[config.mk]
export PLATFORM = sky130hd
export DESIGN_NAME = prog_loader
export DESIGN_NICKNAME = d
export VERILOG_FILES = /design/src/rtl/prog_loader_pkg.sv /design/src/rtl/prog_loader_asm.sv /design/src/rtl/prog_loader.sv
export SDC_FILE = /design/constraint.sdc
export NUM_CORES = 1
export LEC_CHECK = 0
export CELL_PAD_IN_SITES_DETAIL_PLACEMENT = 2
export CELL_PAD_IN_SITES_GLOBAL_PLACEMENT = 2
export CORE_MARGIN = 1
export CORE_UTILIZATION = 38
export DETAILED_ROUTE_END_ITERATION = 7
export HOLD_SLACK_MARGIN = 0.12
export PLACE_DENSITY = 0.89
export SLEW_MARGIN = 15
export SYNTH_ARGS = -nofsm -noshare
export SYNTH_HDL_FRONTEND = slang
export SYNTH_SLANG_ARGS = --single-unit
[constraint.sdc]
create_clock -name clk -period 5.62 [get_ports clk]
set_clock_uncertainty 0.05 [all_clocks]
set_input_delay 1.124 -clock clk [delete_from_list [all_inputs] [get_ports clk]]
set_output_delay 1.124 -clock clk [all_outputs]
set_load 0.005 [all_outputs]
[src/rtl/prog_loader_pkg.sv]
// Shared definitions for the program loader: FSM state encoding, error codes
// and the instruction word field split used by both loader and fetch path.
package prog_loader_pkg;

  typedef enum logic [2:0] {
    IDLE,
    LEN_HI,
    LEN_LO,
    PAYLOAD,
    CHECK,
    DONE,
    ERROR
  } state_t;

  localparam logic [1:0] ERR_NONE    = 2'b00;
  localparam logic [1:0] ERR_LEN     = 2'b01;
  localparam logic [1:0] ERR_CHK     = 2'b10;
  localparam logic [1:0] ERR_TIMEOUT = 2'b11;

  function automatic logic [15:0] opcode_of(input logic [31:0] w);
    return w[31:16];
  endfunction

  function automatic logic [15:0] operand_of(input logic [31:0] w);
    return w[15:0];
  endfunction

endpackage

[src/rtl/prog_loader_asm.sv]
// Payload byte assembler: 24-bit shifter plus incoming byte forms the word,
// 2-bit byte index marks the 4th byte, running XOR covers payload bytes only.
module prog_loader_asm (
  input  logic        clk,
  input  logic        rst,
  input  logic        clear,
  input  logic        byte_valid,
  input  logic [7:0]  byte_data,
  output logic        word_ready,
  output logic [31:0] word,
  output logic [7:0]  acc
);

  logic [23:0] shreg;
  logic [1:0]  idx;

  // The 4th byte is taken straight from the input so the word is complete on its sampling edge.
  assign word_ready = byte_valid && (idx == 2'd3);
  assign word       = {shreg, byte_data};

  always_ff @(posedge clk or posedge rst) begin
    if (rst) begin
      shreg <= '0;
      idx   <= '0;
      acc   <= '0;
    end else if (clear) begin
      shreg <= '0;
      idx   <= '0;
      acc   <= '0;
    end else if (byte_valid) begin
      shreg <= {shreg[15:0], byte_data};
      idx   <= idx + 2'd1;
      acc   <= acc ^ byte_data;
    end
  end

endmodule

[src/rtl/prog_loader.sv]
// Program memory writer: parses LEN_HI, LEN_LO, N*4 payload bytes, CHK and writes words.
// Optional idle timeout is built when PROG_LOADER_TIMEOUT_EN is defined.
module prog_loader
  import prog_loader_pkg::*;
#(
  parameter int DEPTH          = 16,
  parameter int ADDR_WIDTH     = 4,
  parameter int TIMEOUT_CYCLES = 100000
) (
  input  logic                  clk,
  input  logic                  rst,
  input  logic                  load_start,
  input  logic [7:0]            rx_data,
  input  logic                  rx_valid,
  output logic                  mem_we,
  output logic [ADDR_WIDTH-1:0] mem_waddr,
  output logic [31:0]           mem_wdata,
  output logic                  busy,
  output logic                  done,
  output logic                  error,
  output logic [1:0]            err_code,
  output logic [15:0]           word_count,
  output state_t                fsm_state
);

  localparam logic [15:0] DEPTH_N = 16'(DEPTH);

  // Handshake: rx_valid is a one-cycle strobe with no backpressure; a byte is
  // consumed on the edge where it is high, unless load_start is high in that cycle.
  state_t      state, state_next;
  logic [1:0]  err_next;
  logic [15:0] len_q;
  logic [15:0] len_in;
  logic        pay_valid;
  logic        word_ready;
  logic [31:0] word;
  logic [7:0]  acc;
  logic        timeout_hit;

  assign len_in    = {len_q[15:8], rx_data};
  assign pay_valid = (state == PAYLOAD) && rx_valid && !load_start;
  assign busy      = (state == LEN_HI) || (state == LEN_LO) ||
                     (state == PAYLOAD) || (state == CHECK);
  assign done      = (state == DONE);
  assign error     = (state == ERROR);
  assign fsm_state = state;

  prog_loader_asm u_asm (
    .clk        (clk),
    .rst        (rst),
    .clear      (load_start),
    .byte_valid (pay_valid),
    .byte_data  (rx_data),
    .word_ready (word_ready),
    .word       (word),
    .acc        (acc)
  );

`ifdef PROG_LOADER_TIMEOUT_EN
  logic [31:0] idle_cnt;

  always_ff @(posedge clk or posedge rst) begin
    if (rst) begin
      idle_cnt <= '0;
    end else if (load_start || (busy && rx_valid) || !busy) begin
      idle_cnt <= '0;
    end else begin
      idle_cnt <= idle_cnt + 32'd1;
    end
  end

  // Fires on the edge where the idle count would reach TIMEOUT_CYCLES.
  assign timeout_hit = busy && !rx_valid && (idle_cnt == 32'(TIMEOUT_CYCLES - 1));
`else
  logic [31:0] unused_timeout_cfg;
  assign unused_timeout_cfg = 32'(TIMEOUT_CYCLES);
  assign timeout_hit        = 1'b0;
`endif

  always_comb begin
    state_next = state;
    err_next   = err_code;
    if (load_start) begin
      state_next = LEN_HI;
      err_next   = ERR_NONE;
    end else if (timeout_hit) begin
      state_next = ERROR;
      err_next   = ERR_TIMEOUT;
    end else begin
      case (state)
        LEN_HI:  if (rx_valid) state_next = LEN_LO;
        LEN_LO: begin
          if (rx_valid) begin
            if (len_in == 16'd0) begin
              state_next = CHECK;
            end else if (len_in > DEPTH_N) begin
              state_next = ERROR;
              err_next   = ERR_LEN;
            end else begin
              state_next = PAYLOAD;
            end
          end
        end
        PAYLOAD: if (word_ready && (word_count == len_q - 16'd1)) state_next = CHECK;
        CHECK: begin
          if (rx_valid) begin
            if (rx_data == acc) begin
              state_next = DONE;
            end else begin
              state_next = ERROR;
              err_next   = ERR_CHK;
            end
          end
        end
        default: state_next = state;
      endcase
    end
  end

  always_ff @(posedge clk or posedge rst) begin
    if (rst) begin
      state    <= IDLE;
      err_code <= ERR_NONE;
    end else begin
      state    <= state_next;
      err_code <= err_next;
    end
  end

  always_ff @(posedge clk or posedge rst) begin
    if (rst) begin
      len_q      <= '0;
      mem_we     <= 1'b0;
      mem_waddr  <= '0;
      mem_wdata  <= '0;
      word_count <= '0;
    end else begin
      if (!load_start && rx_valid && (state == LEN_HI)) len_q[15:8] <= rx_data;
      if (!load_start && rx_valid && (state == LEN_LO)) len_q[7:0]  <= rx_data;
      mem_we <= word_ready;
      if (load_start) begin
        word_count <= '0;
      end else if (word_ready) begin
        // word_count doubles as the write index; N <= DEPTH keeps it in range.
        mem_waddr  <= word_count[ADDR_WIDTH-1:0];
        mem_wdata  <= {opcode_of(word), operand_of(word)};
        word_count <= word_count + 16'd1;
      end
    end
  end

endmodule

==> flow_metrics.py, run 1 <==
metrics = {
    "timing": {
        "final.setup.tns_ns": 0,
        "fin_crit_sh_pct": 67.5,
        "period_minus_slack_ns": 3.79,
        "fmax_mhz": 264,
        "rsz0062_at_grt": "false",
        "slew_viol_final": 0,
        "worst_slew_pin_slew_ns": 1.15,
        "hold_viol_final": 0,
        "relSlewSlack_pct": 23.4,
        "setup_viol": 0,
    },
    "synthesis": {
        "synth_top_cell_by_area": "dfrtp_1",
        "yosysTopAreaCellShare_pct": 52.8,
        "avgSynthCellArea_um2": 10.8,
        "synth_area_leaders": "dfrtp_1 (53%), mux2_2 (11%), xor2_1 (5.5%)",
        "yosys_warnings": 0,
        "netlist_area_um2": 5120,
        "syn-num-nets": 491,
        "synth_cell_types": 51,
        "ys_ff_latch": 108,
        "netlist_instances": 476,
        "synth_seq_area_share_pct": 52.8,
    },
    "clock_network": {
        "post_cts.repair.setup_buffers": 0,
        "cts_tree": "done",
        "numClockSinks": 108,
        "cts_root_buf": "clkbuf_16",
        "cts_resized": 0,
        "cts_max_level": 3,
        "cts_buffers": 9,
        "cts_hold_buf": 0,
        "clock_path_buffers": 2,
        "insertion_delay_ns": 0.36,
        "clkSlewWorstSetupHoldPaths_ns": 0.07,
    },
    "finish": {
        "final_cell_area_um2": 6280,
        "drive_above_1_share_pct": 14.2,
        "seq_area_um2": 2700,
        "area_delta_synth_final_pct": 22.6,
        "final_common_cell": "dfrtp_1",
        "num-fill-cells": 1359,
        "diodes": 0,
        "layout_common_cells": "dfrtp_1 (108), clkdlybuf4s50_1 (71), nand2_1 (62), mux2_2 (50), nor2_1 (33)",
        "multi_input_area_um2": 2300,
        "finish.utilization_pct": 47.6,
        "final_nets": 553,
    },
    "drt": {
        "wl_mm": 16.1,
        "wire_per_inst_um": 22.4,
        "vias_per_cell": 5.53,
        "drt-initial-drc-count": 190,
        "drt_pass1_iterations": 6,
        "drtAntennaViolNets": 0,
        "drc": 1,
        "vias": 3976,
    },
    "floorplan": {
        "die_y_um": 118,
        "ios": 73,
        "core_area_um2": 13200,
        "initial_utilization_pct": 38.8,
        "std_cell_rows": 42,
        "die_w_um": 118,
        "dieArea_um2": 13900,
    },
    "worst_setup_path": {
        "worstPathMaxFanout": 58,
        "path_class": "primary input to flop",
        "crit_cells": 9,
        "path_cells": "buf_2, nor3b_1, and2_2, buf_4, o2111ai_1, a2111oi_1, nand4_1, nand3b_2, mux2_4",
        "start_kind": "primary input",
        "cp.required_ns": 5.80,
        "crit_buf_inv": 2,
        "rr_worst_depth": 7,
        "cpPeakStageDelay_ns": 0.46,
        "slowest_stage": "buf_4",
        "arrival_ns": 3.97,
        "end_kind": "flop",
        "path_delay_family": "simple AND/OR/NAND/NOR gates",
    },
    "global_routing": {
        "grt_max_degree": 75,
        "grt_overflow": 0,
        "grt_pass1_wl_mm": 26.4,
        "antenna_found_initial": 0,
        "track_usage_pct": 24.7,
        "grt_pass1_vias": 4699,
    },
    "power_and_ir_drop": {
        "power.density_nw_per_um2": 337,
        "total_power_mw": 2.11,
        "vdd_drop_max_mv": 0.145,
        "leakage_nw": 2.68,
    },
    "placed_design": {
        "dp_hpwl_mm": 10.9,
        "placed_area_um2": 5990,
        "port_buffers": 72,
        "gp_congestion": 0.894,
    },
    "hold_path": {
        "hold_path.class": "flop to flop",
        "hold_depth": 1,
    },
    "status": {
        "outcome": "finished with violations",
        "failed_checks": "design-rule violations",
    },
    "job": {
        "maxCapViolCount": 0,
    },
}
[layout make-up]
class                      instances  share of cell area (%)
sequential                       108                    43.0
multi-input combinational        334                    36.6
timing repair buffer              75                    11.8
clock buffer                      12                    3.93
tap                              176                    3.51
inverter                          10                   0.638
clock inverter                     4                   0.498
[cell families (layout without fill, tap and decap cells)]
group                    count (synthesis)  count (layout)  share of synthesized area, %
multiplexers                            53              53                          11.7
flip-flops                             108             108                          52.8
AND/OR/NAND/NOR                        159             159                          14.9
buffers and inverters                   34             101                          2.64
XOR/XNOR                                52              52                          8.89
adder cells (fa/ha/maj)                  3               3                         0.733
AO/OA/AOI/OAI                           67              67                          8.35
[routing by layer]
metal	GRT usage [%]	share of wire (%)	vias up
met5	0	0	-
li1	-	-	1775
met2	42.8	52	92
met1	31.1	43	2087
met3	3.54	3.0	22
met4	8.97	1.8	0
[metrics by stage]
step           hold WS (ns)  std cells  setup slack [ns]
2_1_floorplan         0.429        476              1.60
4_1_cts               0.466        719              1.83
5_1_grt               0.487        719              1.56
3_5_place_dp          0.449        703              1.47
6_report              0.460        719              1.83
3_3_place_gp          0.437        703              1.68
[state kept, by name, summed over array words and instances (netlist names)]
signal and cells:
mem_wdata 32, u_asm.shreg 24, len_q 16, word_count 16
u_asm.acc 8, mem_waddr 4, fsm_state 3, err_code 2
u_asm.idx 2, mem_we 1
[power breakdown]
part / switching [mW] / leakage (nW) / internal (mW) / total (mW)
logic: 0.287 / 1.08 / 0.207 / 0.494
clock network: 0.297 / 0.138 / 0.317 / 0.614
registers: 0.157 / 1.47 / 0.849 / 1.01
[final timing paths]
| check | start | end | slack, ns |
|---|---|---|---|
| min reg2reg | mem_waddr[1] | mem_waddr[1] | 0.46 |
| max | load_start | fsm_state[0] | 1.83 |
| min in group asynchronous | rst | len_q[7] | 1.29 |
| min | mem_waddr[1] | mem_waddr[1] | 0.46 |
| max in group asynchronous | rst | u_asm.acc[4] | 3.18 |
| max reg2reg | len_q[9] | fsm_state[0] | 2.17 |
[cells in the mapped netlist, drive strengths merged]
master   instances
dfrtp          108
nand2           62
mux2            51
nor2            33
a21oi           32
xor2            32
clkbuf          22
xnor2           20
nor3            12
nand3           11
inv             10
o21ai           10
or3              9
nor4             8
and3             7
a2111oi          4
ha               3
nand4            3
o2111ai          3
a211o            2
a31oi            2
a41oi            2
and4             2
buf              2
mux2i            2
nand2b           2
o211a            2
o31ai            2
o41ai            2
or4              2
or4b             2
a211oi           1
and2             1
and2b            1
nand3b           1
nand4b           1
nor2b            1
nor3b            1
o211ai           1
o21a             1
o21bai           1
o311a            1
o32ai            1
Note: power is estimated with default switching activity, not from simulation.
==> run 2: changes to the inputs <==
CORE_UTILIZATION = 32   (was 38)
PLACE_DENSITY = 0.8   (was 0.89)
clock period = 3.3 ns   (was 5.62 ns; I/O delays follow)
==> run 2 against run 1 <==
Against the previous run:
- combinational power increased by 83%
- highest routed layer unchanged
- largest power group unchanged
- via count decreased by 1.9%
- core utilization decreased by 6.0 points
- register-to-register slack got worse by 1.8 ns
- flip-flop and latch count unchanged
- the flow now finishes without violations
==> flow_metrics.py, run 2 (synthesized netlist as in run 1, its figures left out) <==
metrics = {
    "finish": {
        "layout_common_cells": "dfrtp_1 (108), clkdlybuf4s50_1 (71), nand2_1 (62), mux2_2 (50), nor2_1 (33)",
        "largest_reg_flops": 32,
        "final_common_cell": "dfrtp_1",
        "diodes": 0,
        "num-fill-cells": 1629,
        "drive_above_1_share_pct": 16.1,
        "multi_input_area_um2": 2290,
        "area_delta_synth_final_pct": 25.3,
        "seq_area_um2": 2700,
        "final_cell_area_um2": 6420,
        "final_cells": 764,
        "top_regs": "mem_wdata x32, u_asm.shreg x24",
        "final_nets": 563,
        "top_register": "mem_wdata",
    },
    "placed_design": {
        "place_inst": 748,
        "port_buffers": 72,
        "placed_area_um2": 6120,
        "dp_worst_setup_slack_ns": 0.348,
        "dp_hpwl_mm": 10.5,
        "gp_congestion": 0.824,
    },
    "worst_setup_path": {
        "cp.required_ns": 3.50,
        "start_kind": "flop",
        "cpPeakStageDelay_ns": 0.54,
        "slowest_stage": "or4b_1",
        "r2r_setup_slack_ns": 0.35,
        "r2r_start": "len_q[0]",
        "crit_start": "len_q[0]",
        "worstPathMaxFanout": 6,
        "arrival_ns": 3.15,
        "crit_buf_inv": 1,
        "path_delay_family": "simple AND/OR/NAND/NOR gates",
        "path_class": "flop to flop",
        "r2r_end": "fsm_state[0]",
        "end_kind": "flop",
        "path_cells": "inv_1, ha_1, or4b_1, nand2b_1, a211o_1, a2111oi_2, nand4_1, nand3b_2, mux2_4",
        "rr_worst_depth": 9,
    },
    "timing": {
        "hold_viol_final": 0,
        "period_minus_slack_ns": 2.95,
        "fin_crit_sh_pct": 89.4,
        "rsz0062_at_grt": "false",
        "worst_slew_pin_slew_ns": 0.920,
        "setup_viol": 0,
        "slew_viol_final": 0,
        "final.setup.tns_ns": 0,
        "final.setup.worst_slack_ns": 0.349,
        "relSlewSlack_pct": 38.7,
        "fmax_mhz": 339,
    },
    "hold_path": {
        "min_from": "mem_wdata[7]",
        "hold_depth": 1,
        "hold_path.class": "flop to flop",
        "worst_hold_path.endpoint": "mem_wdata[7]",
    },
    "drt": {
        "wl_mm": 15.2,
        "met1_length_mm": 7.00,
        "wl_met2_mm": 7.56,
        "drt_pass1_iterations": 4,
        "vias": 3899,
        "wl_met3_um": 426,
        "drtAntennaViolNets": 0,
        "wire_per_inst_um": 19.9,
        "drc": 0,
        "vias_per_cell": 5.10,
        "routed.top_layer": "met4",
        "drt-initial-drc-count": 178,
    },
    "global_routing": {
        "grt_pass1_wl_mm": 24.5,
        "grt_max_degree": 109,
        "antenna_found_initial": 0,
        "grt_overflow": 0,
        "grt_pass1_vias": 4305,
        "track_usage_pct": 19.6,
    },
    "clock_network": {
        "cts_tree": "done",
        "cts_root_buf": "clkbuf_16",
        "cts_hold_buf": 0,
        "cts_max_level": 3,
        "cts_resized": 0,
        "post_cts.repair.setup_buffers": 0,
        "numClockSinks": 108,
        "clock_path_buffers": 2,
        "cts_buffers": 9,
        "insertion_delay_ns": 0.36,
        "clkSlewWorstSetupHoldPaths_ns": 0.08,
    },
    "power_and_ir_drop": {
        "total_power_mw": 3.66,
        "leakage_nw": 2.74,
        "power.density_nw_per_um2": 570,
        "vdd_drop_max_mv": 0.276,
    },
    "status": {
        "outcome": "finished, final reports clean",
    },
    "floorplan": {
        "die_y_um": 129,
        "die_w_um": 129,
        "ios": 73,
        "std_cell_rows": 45,
        "dieArea_um2": 16500,
        "core_area_um2": 15400,
        "initial_utilization_pct": 33.2,
    },
    "job": {
        "maxCapViolCount": 0,
    },
}
## run 2: per-stage QoR
step | util (%) | hold WS (ns)
3_3_place_gp | 39.7 | 0.438
6_report | 41.6 | 0.465
5_1_grt | 41.6 | 0.475
4_1_cts | 41.6 | 0.467
3_5_place_dp | 39.7 | 0.446
2_1_floorplan | - | 0.429
## run 2: worst reg2reg max path: cells and delay by family, from the launching register on
kind / cells / cell delay, ns
AOI/OAI and AO/OA: 2 / 0.57
adders and majority gates: 1 / 0.24
buffers and inverters: 1 / 0.10
DFF: 1 / 0.44
muxes: 1 / 0.31
and+or+nand+nor: 4 / 1.15
## run 2: worst max-delay path by stage
stage / to / cells past startpoint
2_1_floorplan: fsm_state[0] / 8
3_3_place_gp: fsm_state[0] / 8
3_5_place_dp: fsm_state[0] / 8
4_1_cts: fsm_state[0] / 8
5_1_grt: fsm_state[0] / 8
6_report: fsm_state[0] / 9
## run 2: power breakdown
group	internal, mW	switching (mW)	total [mW]
registers	1.45	0.216	1.66
clock network	0.532	0.560	1.09
logic	0.397	0.507	0.904
total	2.38	1.28	3.66
## run 2: layer usage
| layer | vias up | track usage [%] |
|---|---|---|
| li1 | 1800 | - |
| met1 | 2020 | 26.3 |
| met2 | 65 | 32.8 |
| met3 | 14 | 2.58 |
| met4 | 0 | 6.64 |
| met5 | - | 0 |
## run 2: layout make-up
| class | count | share of cell area [%] |
|---|---|---|
| clock buffers | 9 | 3.51 |
| clock inverters | 7 | 1.05 |
| inverters | 10 | 0.643 |
| multi-input cells | 334 | 35.7 |
| flip-flops and latches | 108 | 42.1 |
| well taps | 211 | 4.11 |
| repair buffers | 85 | 12.9 |
==> run 3: changes to the inputs <==
CORE_UTILIZATION = 35   (was 32)
PLACE_DENSITY = 0.83   (was 0.8)
SKIP_CTS_REPAIR_TIMING = 1   (was unset)
clock period = 3.35 ns   (was 3.3 ns; I/O delays follow)
==> run 3 against run 2 <==
Against the previous run:
- first-iteration DRC count down 5.1%
- critical path type unchanged
- combinational power down 5.5%
- power up 2.4%
- sequential power about the same
- final cell count down 4.2%
- largest power group unchanged
==> flow_metrics.py, run 3 (synthesized netlist as in run 1, its figures left out) <==
metrics = {
    "status": {
        "outcome": "finished, final reports clean",
    },
    "floorplan": {
        "core_area_um2": 14100,
        "std_cell_rows": 43,
        "initial_utilization_pct": 36.3,
        "ios": 73,
        "dieArea_um2": 15100,
        "die_y_um": 123,
        "die_w_um": 123,
    },
    "timing": {
        "setup_viol": 0,
        "period_minus_slack_ns": 3.00,
        "rsz0062_at_grt": "false",
        "slew_viol_final": 0,
        "fmax_mhz": 334,
        "relSlewSlack_pct": 36.7,
        "hold_viol_final": 0,
        "fin_crit_sh_pct": 89.5,
        "final.setup.tns_ns": 0,
        "worst_slew_pin_slew_ns": 0.950,
    },
    "clock_network": {
        "cts_buffers": 9,
        "clock_path_buffers": 2,
        "numClockSinks": 108,
        "cts_max_level": 3,
        "cts_tree": "done",
        "insertion_delay_ns": 0.36,
        "cts_root_buf": "clkbuf_16",
        "clkSlewWorstSetupHoldPaths_ns": 0.08,
    },
    "placed_design": {
        "gp_congestion": 0.908,
        "placed_area_um2": 6080,
        "dp_hpwl_mm": 11.4,
        "port_buffers": 72,
    },
    "worst_setup_path": {
        "start_kind": "flop",
        "cp.required_ns": 3.55,
        "end_kind": "flop",
        "arrival_ns": 3.19,
        "rr_worst_depth": 8,
        "r2r_start": "len_q[2]",
        "path_class": "flop to flop",
        "r2r_setup_slack_ns": 0.35,
        "worstPathMaxFanout": 8,
        "r2r_end": "fsm_state[0]",
    },
    "drt": {
        "vias_per_cell": 5.40,
        "vias": 3952,
        "wl_mm": 16.1,
        "wire_per_inst_um": 22.1,
        "drc": 0,
        "drt-initial-drc-count": 169,
        "drtAntennaViolNets": 0,
        "drt_pass1_iterations": 4,
    },
    "finish": {
        "top_regs": "mem_wdata x32, u_asm.shreg x24",
        "final_cell_area_um2": 6420,
        "final_nets": 562,
        "top_register": "mem_wdata",
        "num-fill-cells": 1450,
        "area_delta_synth_final_pct": 25.3,
        "drive_above_1_share_pct": 15.9,
        "final_common_cell": "dfrtp_1",
        "layout_common_cells": "dfrtp_1 (108), clkdlybuf4s50_1 (71), nand2_1 (62), mux2_2 (50), nor2_1 (33)",
        "largest_reg_flops": 32,
        "diodes": 0,
    },
    "global_routing": {
        "antenna_found_initial": 0,
        "track_usage_pct": 23.3,
        "grt_pass1_wl_mm": 25.9,
        "grt_pass1_vias": 4512,
        "grt_overflow": 0,
        "grt_max_degree": 69,
    },
    "power_and_ir_drop": {
        "leakage_nw": 2.76,
        "total_power_mw": 3.75,
        "power.density_nw_per_um2": 584,
        "vdd_drop_max_mv": 0.270,
    },
    "hold_path": {
        "worst_hold_path.endpoint": "mem_wdata[30]",
        "hold_depth": 1,
        "min_from": "u_asm.shreg[22]",
        "hold_path.class": "flop to flop",
    },
    "job": {
        "maxCapViolCount": 0,
    },
}
run 3: changes by cell type in the layout (fill, tap and decap cells not counted):
cell / previous run / this run
clkinv_8: 1 / 0
clkinv_4: 2 / 1
inv_6: 2 / 1
bufinv_16: 0 / 2
clkbuf_8: 0 / 2
clkinv_2: 1 / 0
buf_4: 12 / 11
run 3: layout make-up:
class / count / area (um2) / area share [%]
Sequential cell: 108 / 2700 / 42.1
Clock inverter: 5 / 88.8 / 1.38
Clock buffer: 11 / 253 / 3.94
Tap cell: 180 / 225 / 3.51
Multi-Input combinational cell: 334 / 2290 / 35.7
Timing Repair Buffer: 84 / 818 / 12.7
Inverter: 10 / 41.3 / 0.643
run 3: power by group:
| group | leakage, nW | total [mW] | internal, mW | switching (mW) |
|---|---|---|---|---|
| clock network | 0.168 | 1.22 | 0.706 | 0.516 |
| registers | 1.47 | 1.67 | 1.43 | 0.245 |
| logic | 1.12 | 0.854 | 0.376 | 0.477 |
run 3: routing by layer:
metal	routed length, um	up-vias	global-route usage [%]	part of all wire [%]
li1	-	1803	-	-
met1	7250	2040	30.8	45
met2	8070	84	38.9	50
met3	457	25	2.95	2.8
met4	365	0	8.89	2.3
met5	0	-	0	0
run 3: worst max-delay path by stage:
stage                         from            to  slack, ns  cells past startpoint
after floorplan           len_q[9]  fsm_state[0]       0.68                      8
after global placement    rx_valid  fsm_state[0]       0.52                      8
after detailed placement  rx_valid  fsm_state[0]       0.41                      8
after CTS                 len_q[3]  fsm_state[0]       0.38                      8
after global routing      len_q[2]  fsm_state[0]       0.21                      8
final                     len_q[2]  fsm_state[0]       0.35                      8
run 3: worst max-delay path, stage by stage, from the launching register on:
cell	delay (ns)
dfrtp_1	0.49
nor4_1	0.65
and4_1	0.33
xnor2_1	0.08
a2111oi_0	0.49
buf_4	0.21
nand4_1	0.14
nand3b_2	0.16
mux2_4	0.30
run 3: per-stage QoR:
stage | util [%] | setup WS, ns | hold WS [ns] | instances
floorplan | - | 0.682 | 0.429 | 476
global placement | 43.1 | 0.523 | 0.439 | 716
detailed placement | 43.1 | 0.413 | 0.449 | 716
CTS | 45.5 | 0.377 | 0.467 | 732
global route | 45.5 | 0.213 | 0.478 | 732
finish | 45.5 | 0.352 | 0.460 | 732
